[src/rtl/qdrii_port_arbiter.sv]
// Two-requester round-robin arbiter sharing QDRII user port 0.
// Read data is routed back to the issuing requester through an in-order tag FIFO.
module qdrii_port_arbiter #(
    parameter int ADDR_WIDTH      = 20,
    parameter int DATA_WIDTH      = 72,
    parameter int BW_WIDTH        = 8,
    parameter int MAX_OUTSTANDING = 8
) (
    input  logic                               clk,
    input  logic                               rst_clk,
    input  logic                               cal_done,
    input  logic                               clear_error,
    input  logic                               rqA_valid,
    output logic                               rqA_ready,
    input  logic                               rqA_we,
    input  logic [ADDR_WIDTH-1:0]              rqA_addr,
    input  logic [DATA_WIDTH-1:0]              rqA_wdata,
    input  logic [BW_WIDTH-1:0]                rqA_bw_n,
    input  logic                               rqB_valid,
    output logic                               rqB_ready,
    input  logic                               rqB_we,
    input  logic [ADDR_WIDTH-1:0]              rqB_addr,
    input  logic [DATA_WIDTH-1:0]              rqB_wdata,
    input  logic [BW_WIDTH-1:0]                rqB_bw_n,
    output logic                               rspA_valid,
    output logic [DATA_WIDTH-1:0]              rspA_data,
    output logic                               rspB_valid,
    output logic [DATA_WIDTH-1:0]              rspB_data,
    output logic                               user_wr_cmd0,
    output logic [ADDR_WIDTH-1:0]              user_wr_addr0,
    output logic [DATA_WIDTH-1:0]              user_wr_data0,
    output logic [BW_WIDTH-1:0]                user_wr_bw_n0,
    output logic                               user_rd_cmd0,
    output logic [ADDR_WIDTH-1:0]              user_rd_addr0,
    input  logic                               user_rd_valid0,
    input  logic [DATA_WIDTH-1:0]              user_rd_data0,
    output logic [$clog2(MAX_OUTSTANDING):0]   rd_outstanding,
    output logic                               err_unexpected,
    output logic                               busy
);
    localparam int PW = $clog2(MAX_OUTSTANDING);
    localparam int CW = PW + 1;

    typedef enum logic [1:0] {S_CAL_WAIT, S_RUN, S_DRAIN} state_t;

    state_t                 state, state_nxt;
    logic                   prefer_b;
    logic [MAX_OUTSTANDING-1:0] tag_mem;
    logic [PW-1:0]          wr_ptr, rd_ptr;
    logic [CW-1:0]          count;
    logic                   fifo_full, fifo_empty;
    logic                   elig_a, elig_b;
    logic                   xfer, xfer_we, push, pop, head_id;
    logic [ADDR_WIDTH-1:0]  sel_addr;
    logic [DATA_WIDTH-1:0]  sel_wdata;
    logic [BW_WIDTH-1:0]    sel_bw_n;

    assign fifo_full  = (count == CW'(MAX_OUTSTANDING));
    assign fifo_empty = (count == '0);

    always_comb begin
        state_nxt = state;
        elig_a    = 1'b0;
        elig_b    = 1'b0;
        case (state)
            S_CAL_WAIT: if (cal_done) state_nxt = S_RUN;
            S_RUN: begin
                // A read needs a free tag slot; a same-cycle pop does not count.
                elig_a = rqA_valid && (rqA_we || !fifo_full);
                elig_b = rqB_valid && (rqB_we || !fifo_full);
                if (!cal_done) state_nxt = S_DRAIN;
            end
            S_DRAIN: if (fifo_empty) state_nxt = S_CAL_WAIT;
            default: state_nxt = S_CAL_WAIT;
        endcase
    end

    assign rqA_ready = elig_a && (!elig_b || !prefer_b);
    assign rqB_ready = elig_b && (!elig_a || prefer_b);

    assign xfer      = rqA_ready || rqB_ready;
    assign xfer_we   = rqA_ready ? rqA_we    : rqB_we;
    assign sel_addr  = rqA_ready ? rqA_addr  : rqB_addr;
    assign sel_wdata = rqA_ready ? rqA_wdata : rqB_wdata;
    assign sel_bw_n  = rqA_ready ? rqA_bw_n  : rqB_bw_n;
    assign push      = xfer && !xfer_we;
    assign pop       = user_rd_valid0 && !fifo_empty;
    assign head_id   = tag_mem[rd_ptr];

    always_ff @(posedge clk or posedge rst_clk) begin
        if (rst_clk) begin
            state <= S_CAL_WAIT;
        end else begin
            state <= state_nxt;
        end
    end

    always_ff @(posedge clk) begin
        if (push) tag_mem[wr_ptr] <= rqB_ready;
    end

    always_ff @(posedge clk or posedge rst_clk) begin
        if (rst_clk) begin
            prefer_b       <= 1'b0;
            wr_ptr         <= '0;
            rd_ptr         <= '0;
            count          <= '0;
            err_unexpected <= 1'b0;
            user_wr_cmd0   <= 1'b0;
            user_rd_cmd0   <= 1'b0;
            user_wr_addr0  <= '0;
            user_wr_data0  <= '0;
            user_wr_bw_n0  <= '0;
            user_rd_addr0  <= '0;
            rspA_valid     <= 1'b0;
            rspB_valid     <= 1'b0;
            rspA_data      <= '0;
            rspB_data      <= '0;
        end else begin
            user_wr_cmd0 <= xfer && xfer_we;
            user_rd_cmd0 <= push;
            if (xfer) prefer_b <= rqA_ready;
            if (xfer && xfer_we) begin
                user_wr_addr0 <= sel_addr;
                user_wr_data0 <= sel_wdata;
                user_wr_bw_n0 <= sel_bw_n;
            end
            if (push) begin
                user_rd_addr0 <= sel_addr;
                wr_ptr        <= wr_ptr + PW'(1);
            end
            if (pop) rd_ptr <= rd_ptr + PW'(1);
            if (push && !pop) count <= count + CW'(1);
            else if (!push && pop) count <= count - CW'(1);

            rspA_valid <= pop && !head_id;
            rspB_valid <= pop && head_id;
            if (pop && !head_id) rspA_data <= user_rd_data0;
            if (pop && head_id)  rspB_data <= user_rd_data0;

            // A stray return outranks a coincident clear.
            if (user_rd_valid0 && fifo_empty) err_unexpected <= 1'b1;
            else if (clear_error)             err_unexpected <= 1'b0;
        end
    end

    assign rd_outstanding = count;
    assign busy           = (state != S_CAL_WAIT) || !fifo_empty;

endmodule

[config.mk]
export PLATFORM = sky130hd
export DESIGN_NAME = qdrii_port_arbiter
export DESIGN_NICKNAME = d
export VERILOG_FILES = /design/src/rtl/qdrii_port_arbiter.sv
export SDC_FILE = /design/constraint.sdc
export NUM_CORES = 1
export LEC_CHECK = 0
export BUFFER_PORTS_ARGS = -buffer_cell sky130_fd_sc_hd__buf_2
export CORE_AREA = 4 4 212 214
export DETAILED_ROUTE_END_ITERATION = 8
export DIE_AREA = 0 0 216 218
export PLACE_DENSITY_LB_ADDON = 0.12
export SLEW_MARGIN = 20
export SYNTH_ARGS = -nofsm -noshare
export SYNTH_HDL_FRONTEND = slang
export SYNTH_SLANG_ARGS = --single-unit
export TNS_END_PERCENT = 50
[constraint.sdc]
create_clock -name clk -period 13.35 [get_ports clk]
set_clock_uncertainty 0.05 [all_clocks]
set_input_delay 1.335 -clock clk [delete_from_list [all_inputs] [get_ports clk]]
set_output_delay 1.335 -clock clk [all_outputs]
set_load 0.02 [all_outputs]
==> run summary, run 1 <==
The count of final max-slew check failures was 0. In this run the deepest clock path goes through 3 buffers. Global routing used 19.9% of the available met1 tracks. For the number of nets in the finished design, the log shows 1,741. The layer with the highest usage is met2. For the initial antenna violation count, the log shows 6. The cell type of the slowest stage on the worst timing path is sky130_fd_sc_hd__a21oi_4.

The worst-case headroom to the max-slew limit was 28.8%; the share of flip-flops with an asynchronous set or reset after synthesis was 97.2%. The hold violation count in the final report is 0, and the delay of the slowest cell on the worst path is 0.85 ns. With fillers left out, the area of the finished cells amounts to 0.0167 mm^2.

The path class of the lowest-slack min-delay path is flip-flop to flip-flop. The run gives 37 as the total clock buffers created by CTS. STA classifies the critical path endpoint as a flip-flop. The logs give 16.1% for the global-route usage over all layers and 4 for the total iterations of the first detailed-routing run. In this run the vertical extent of the chip is 218 um.

Data on the critical path arrives at its endpoint at 4.42 ns. For the required time of the critical path, the log shows 13.73 ns. The number of port buffers works out to 556. The number of setup buffers added after CTS is 0, and the top cell type's share of synthesized area is 58.4%. Count of buffering cells on the critical path with inverters included: 3.

The dominant register cell in the synthesized netlist was sky130_fd_sc_hd__dfrtp_1. Summed over all nets, the half-perimeter wirelength after detailed placement is 29,800 um. The die covers 0.0471 mm^2. The first routing iteration left 405 violations. The mapped netlist covers 0.0121 mm^2. Share of post-route cells with drive strength above 1: 51.9%. At the end of routability-driven placement, the weighted congestion stood at 0.808.

Setup violations remaining at the end of the flow were counted as 0. Global routing used 27.4% of the available met2 tracks. Hold repair after CTS inserted 0 buffers. Dividing total power by cell area gives a power density of 277 mW/mm^2. Once detail routing completed, the nets flagged for antenna violations numbered 0. The number of gates resized after cts is 0.

Layout overhead on the synthesized area: 38.3%. Dividing the detail-routed via count by the number of cells gives 4.36. Once the floorplan was initialized, standard cells occupied 28.2% of the core. The logs give 7.91 nW for the static leakage and 557 for the top-level port count.

Among the stages of the critical path, the cell type that occurs most often is sky130_fd_sc_hd__buf_4. The count of max-cap constraint violations was 0; the count of warnings emitted by yosys was 0. The detailed router placed 9,015 vias in this run. Global routing used 5.46% of the available met3 tracks. The maximum clock frequency is 247 MHz. In this run the standard cell core region covers 0.0429 mm^2. TritonCTS built the clock tree. The first global-routing pass estimated 58,800 um of wire. After detailed routing, the number of remaining DRC violations is 0. The worst path needs 4.04 ns of the cycle, external delays included. The tools report the element type at the critical path start as an input pin.

The number of enable-type register cells in the synthesized netlist came out at 8. Broken down by cell family, the worst path's largest delay share belongs to buffers and inverters. Counting every instance in the synthesized netlist gives 902. In this run, synthesis produced a sequential element count of 290. After detailed placement, the total cell area comes to 0.0154 mm^2. At the pin with the least slew margin, the transition time is 1.07 ns.

After synthesis, the cell types taking the most area are sky130_fd_sc_hd__dfrtp_1, sky130_fd_sc_hd__mux2_4, sky130_fd_sc_hd__mux2i_1, sky130_fd_sc_hd__mux2_2, sky130_fd_sc_hd__a21oi_1. After clock tree synthesis, the clock-pin slew on the worst setup and hold paths is 0.06 ns. The tree is rooted in a sky130_fd_sc_hd__clkbuf_16. Walking the worst path, the cells encountered are buf_2 -> nand3b_1 -> o32ai_1 -> a21oi_4 -> buf_4 -> buf_4 -> nor2_1 -> a21oi_1. Clock latency on the worst-skew pair, taken at its later pin, is 0.53 ns. The routed wirelength normalized by instance count is 19.2 um.

Across the VDD grid, the largest voltage drop is 0.108 mV. The run gives 290 as the clock sink count. Entering global routing, the biggest net connects 93 pins. Counting every net in the synthesized netlist gives 1,189. Peak fanout along the critical path: 92. The mean cell area of the mapped netlist was 13.4 um^2; the fraction of the yosys area taken by sequential cells was 60.4%. For the final routed database, the setup TNS stands at 0 ns. The worst setup path is of the input pin to flip-flop kind. The flow ran to the end, and the final reports show no timing, DRC or antenna violations. Synthesis instantiated 43 different standard cells from the library. In the finished design, the share of the clock period the worst path needs comes to 30.3%.

The dominant cell type by area after synthesis is sky130_fd_sc_hd__dfrtp_1. Summed over all layers, the routed wires come to 39,700 um. Setup repair after global routing left no endpoint under its margin. The overall die width was 216 um; the standard-cell row count was 76.

The tools report the via count of the first global-routing pass as 9,418. After global routing the overflow that remains totals 0. The tools report the number of levels the H-tree was split into as 2.
-- through the flow --
step	hold WS (ns)	setup WS, ns	instances	power [mW]	util, %
final	0.427	9.31	2070	4.63	39.0
after global placement	0.415	8.89	2000	3.66	36.0
after detailed placement	0.419	8.82	2000	3.68	36.0
after global routing	0.450	9.04	2067	4.92	38.9
after floorplan	0.432	4.19	902	2.91	-
after CTS	0.432	9.36	2067	4.72	38.9
-- state kept, by name (all words and copies together) (netlist names) --
| signal | count |
|---|---|
| rspA_data | 72 |
| user_wr_addr0 | 20 |
| err_unexpected | 1 |
| rspB_valid | 1 |
| prefer_b | 1 |
| user_rd_addr0 | 20 |
| rspB_data | 72 |
| rd_ptr | 3 |
| rd_outstanding | 4 |
| user_wr_bw_n0 | 8 |
| tag_mem | 8 |
| user_wr_cmd0 | 1 |
| wr_ptr | 3 |
| rspA_valid | 1 |
| state | 2 |
| user_rd_cmd0 | 1 |
| user_wr_data0 | 72 |
-- area by class of cell --
| cell class | count | area [um^2] |
|---|---|---|
| clock buffers | 59 | 1170 |
| diodes | 3 | 7.51 |
| repair buffers | 567 | 2870 |
| flip-flops and latches | 290 | 7300 |
| multi-input cells | 552 | 4530 |
| well taps | 585 | 732 |
| clock inverters | 8 | 77.6 |
| inverters | 6 | 30.0 |
| fillers | 4255 | 26200 |
-- routing by layer --
metal | vias to the layer above | wire length [um]
met4 | 6 | 699
met5 | - | 35
met3 | 52 | 3350
met2 | 366 | 19200
li1 | 4266 | -
met1 | 4325 | 16400
-- synthesized netlist by cell type (all sizes together), types with 3 or more instances --
cell type  instances
dfrtp            282
mux2             147
a21oi            126
nor2             126
mux2i            101
buf               39
clkbuf            15
edfxtp             8
nand2              7
inv                6
xnor2              6
ha                 5
nor3b              4
o21ai              3
-- cells by family (layout without fill, tap and decap cells) --
family | after synthesis | after routing | synth area share (%)
flip-flops | 290 | 290 | 60.4
multiplexers | 250 | 250 | 24.6
AND/OR/NAND/NOR | 154 | 154 | 5.59
AO/OA/AOI/OAI | 134 | 134 | 5.65
buffers and inverters | 60 | 640 | 2.51
XOR/XNOR | 8 | 8 | 0.580
adder cells (fa/ha/maj) | 6 | 6 | 0.683
other | 0 | 3 | 0
-- path summary, 6_finish.rpt --
check / start / to / slack [ns] / depth (start not counted)
max: rqA_valid / user_wr_data0[22]$_DFFE_PP0P_ / 9.31 / 8
min reg2reg: rspB_data[31]$_DFFE_PP0P_ / rspB_data[31]$_DFFE_PP0P_ / 0.43 / 1
min in group asynchronous: rst_clk / user_wr_data0[20]$_DFFE_PP0P_ / 0.83 / 2
max reg2reg: rd_outstanding[0]$_DFFE_PP0P_ / user_wr_data0[22]$_DFFE_PP0P_ / 9.42 / 6
max in group asynchronous: rst_clk / rspB_data[0]$_DFFE_PP0P_ / 10.38 / 4
min: rspB_data[31]$_DFFE_PP0P_ / rspB_data[31]$_DFFE_PP0P_ / 0.43 / 1
-- cells in the final DEF, fill, tap and decap left out, drive strengths merged, types with 2 or more instances in the layout --
master and n:
o21ai 3, diode 3, ha 5, nor3b 4, nand3 2, a21oi 126, clkinv 3, nor4b 2
inv 8, clkbuf 59, edfxtp 8, mux2i 101, and3b 2, xnor2 6, nand3b 2, xor2 2
nor2 126, nand2 7, clkinvlp 2, mux4 2, dfrtp 282, mux2 147, buf 567, nor4bb 2
-- report_power, final --
part           leakage [nW]  internal [mW]  switching [mW]  total, mW
Combinational          3.99          0.839            1.23       2.07
Clock                 0.612          0.621           0.384       1.01
Sequential             3.30           1.32           0.236       1.55
(Power assumes the default switching activity.)
==> run 2, diff against run 1 <==
Clock period 13.35 ns to 3.6 ns, I/O delays scaled along.
==> run 2 against run 1 <==
Net effect:
- clock-buffer cell count down 1
- clock power rose to 3.5 times the previous value
- flip-flop and latch count unchanged
- worst setup slack worse by 9.0 ns
- non-clock buffer count up 73
- critical path depth down 2
- via count up 3.9%
==> run summary, run 2 (synthesized netlist as in run 1, its figures left out) <==
Slew at the pin closest to its max-slew limit: 0.659 ns (-0.407 ns). The summed area of non-filler cells in the final layout came out at 0.0174 mm^2 (+4.2%). The tools report the element type at the critical path start as a flip-flop. Number of placed instances with taps included: 2,009 (+0.45%).

The run gives 0 (unchanged) as the number of gates resized after cts. Clock transition at the registers of the reported paths: 0.06 ns (about the same). The peak fanout along the critical path was 38 (-59%); the DRC violations left was 0 (unchanged). Leaving out fill and tap cells, the most frequent cells in the layout are sky130_fd_sc_hd__buf_2, sky130_fd_sc_hd__dfrtp_1, sky130_fd_sc_hd__nor2_1, sky130_fd_sc_hd__a21oi_1, sky130_fd_sc_hd__mux2i_1. The run gives 565 (+40%) as the number of violations reported at the end of detailed-routing iteration 0. Number of port buffers: 556 (unchanged). Count of max-cap constraint violations: 0 (unchanged).

The static leakage came out at 8.20 nW (+3.6%). Type of destination of the critical path: a primary output. The logs give 17.1 mW (+270%) for the final total power and 9,983 (+6.0%) for the via count of the first global-routing pass. The run finished with clean final reports. Delay of the slowest cell on the worst path: 0.51 ns (-0.34 ns). The cell type of the slowest stage on the worst timing path was sky130_fd_sc_hd__nor4b_2.

The number of levels the H-tree was split into is 2 (unchanged), and the wire length of the first global-routing pass is 61,700 um (+5.0%). The tools report the core outline area as 0.0429 mm^2 (unchanged). Total clock buffers created by CTS: 36 (-2.7%). Initial antenna violation count: 8 (+2). In this design, the critical path's most frequently occurring cell is sky130_fd_sc_hd__buf_12. The average via count per standard cell was 4.38 (+0.50%); the initial core utilization was 28.2% (unchanged).

The logs give 16.8% (+0.71 points) for the global-route usage over all layers and 0 (unchanged) for the hold violation count in the final report. The share of post-route cells with drive strength above 1 was 49.6% (-2.3 points). The required time of the critical path is 3.19 ns (-10.54 ns), and the part of the cycle the worst path needs is 91.0%. The total wire length is 41,200 um (+3.8%). The overall die width is 216 um (unchanged). The cell sitting at the root of the clock tree is a sky130_fd_sc_hd__clkbuf_16. The logs give 76 (unchanged) for the standard-cell row count and 1,813 (+4.1%) for the number of nets in the finished design. The worst hold path belongs to the class input pin to flip-flop.

TritonCTS built the clock tree. The power per unit of standard cell area was 982 mW/mm^2 (+250%); the y dimension of the die was 218 um (unchanged). The maximum vdd drop was 0.373 mV (+250%). The final hold slack came out at 0.0444 ns (-0.383 ns). The largest registers in the layout are rspA_data (72), rspB_data (72), user_wr_data0 (72). The total grt overflow is 0 (unchanged), and the maximum number of pins on one net before global-route repair is 115 (+24%). Walking the worst path, the cells encountered are nor4b_2 -> a21oi_1 -> nor3b_2 -> buf_12 -> buf_12 -> buf_2. The library cell used most frequently in the layout, excluding fill and tap cells, is sky130_fd_sc_hd__buf_2. For the final core utilization, the log shows 40.6% (+1.6 points). The tools report the total iterations of the first detailed-routing run as 6 (+2). Routed wirelength normalized by instance count: 19.2 um (+0.40%). The clock latency on the worst-skew pair was 0.53 ns (about the same); the number of antenna-violating nets in the routed design was 0 (unchanged). The final weighted congestion in routability-driven placement was 0.787 (-2.6%). The count of non-filler cells in the finished layout came out at 2,141 (+3.4%). The tools report the top-level port count as 557 (unchanged). Timing would allow up to 305 MHz. For the total via count in the routed design, the log shows 9,371 (+3.9%).

The floorplan die area came out at 0.0471 mm^2 (unchanged). The post-route minimum period works out to 3.28 ns. The arrival time at the worst endpoint was 2.87 ns (-1.55 ns); the clock tree buffer depth was 3 (unchanged).

Count of final max-slew check failures: 0 (unchanged). The run gives 0 (unchanged) as the setup violation total in the final timing report. The clock sink count was 290 (unchanged). The type of the setup path with the least slack was flip-flop to primary output. From synthesis to final layout, the design area changed by 44.0%. Setup repair after global routing left no endpoint under its margin.

The worst-case headroom to the max-slew limit is 56.0% (+27 points). The tools report the instance area after placement as 0.0156 mm^2 (+1.1%). The run gives 30,800 um (+3.2%) as the post-DP HPWL.
[run 2: cell type report]
type                            instances  area (um^2)
Antenna cell                            3         7.51
Clock buffer                           58         1070
Clock inverter                          7         67.6
Fill cell                            4258        25500
Inverter                                6         26.3
Multi-Input combinational cell        552         4530
Sequential cell                       290         7300
Tap cell                              585          732
Timing Repair Buffer                  640         3670
[run 2: layer usage]
| layer | up-vias | GRT usage (%) | wire length [um] |
|---|---|---|---|
| met5 | - | 0 | 13 |
| met4 | 2 | 4.74 | 908 |
| met2 | 383 | 28.2 | 19800 |
| met3 | 56 | 6.01 | 3740 |
| li1 | 4415 | - | - |
| met1 | 4515 | 20.7 | 16800 |
[run 2: repair_timing]
item,CTS,global route
buffers inserted,0,0
endpoints found under the hold margin,133,0
hold buffers,64,0
[run 2: worst max-delay path: cells and delay by family (launching register included)]
family          cells  cell delay, ns
simple gates        2            0.80
buf+inv             3            0.81
flops               1            0.47
compound gates      1            0.18
[run 2: report_power, final]
group | internal, mW | switching, mW | total, mW | leakage [nW]
clock network | 2.12 | 1.39 | 3.51 | 0.562
registers | 4.89 | 0.908 | 5.80 | 3.30
logic | 3.21 | 4.58 | 7.79 | 4.33
[run 2: path summary, 6_finish.rpt]
kind / start / to / slack [ns] / depth (start not counted)
worst min-delay path: user_rd_data0[58] / rspB_data[58]$_DFFE_PP0P_ / 0.04 / 2
worst max register to register: rd_outstanding[2]$_DFFE_PP0P_ / rd_outstanding[3]$_DFFE_PP0P_ / 0.85 / 10
max in group asynchronous: rst_clk / user_wr_addr0[19]$_DFFE_PP0P_ / 2.19 / 4
worst max-delay path: rd_outstanding[0]$_DFFE_PP0P_ / rqA_ready / 0.32 / 6
worst min register to register: rspB_data[2]$_DFFE_PP0P_ / rspB_data[2]$_DFFE_PP0P_ / 0.43 / 1
min in group asynchronous: rst_clk / user_wr_data0[30]$_DFFE_PP0P_ / 0.38 / 3
[run 2: metrics by stage]
stage / setup TNS, ns / worst slack, ns
after floorplan: -153.77 / -0.545
after global placement: 0 / 0.843
after detailed placement: 0 / 0.839
after CTS: 0 / 0.278
after global routing: 0 / 0.0909
final: 0 / 0.325
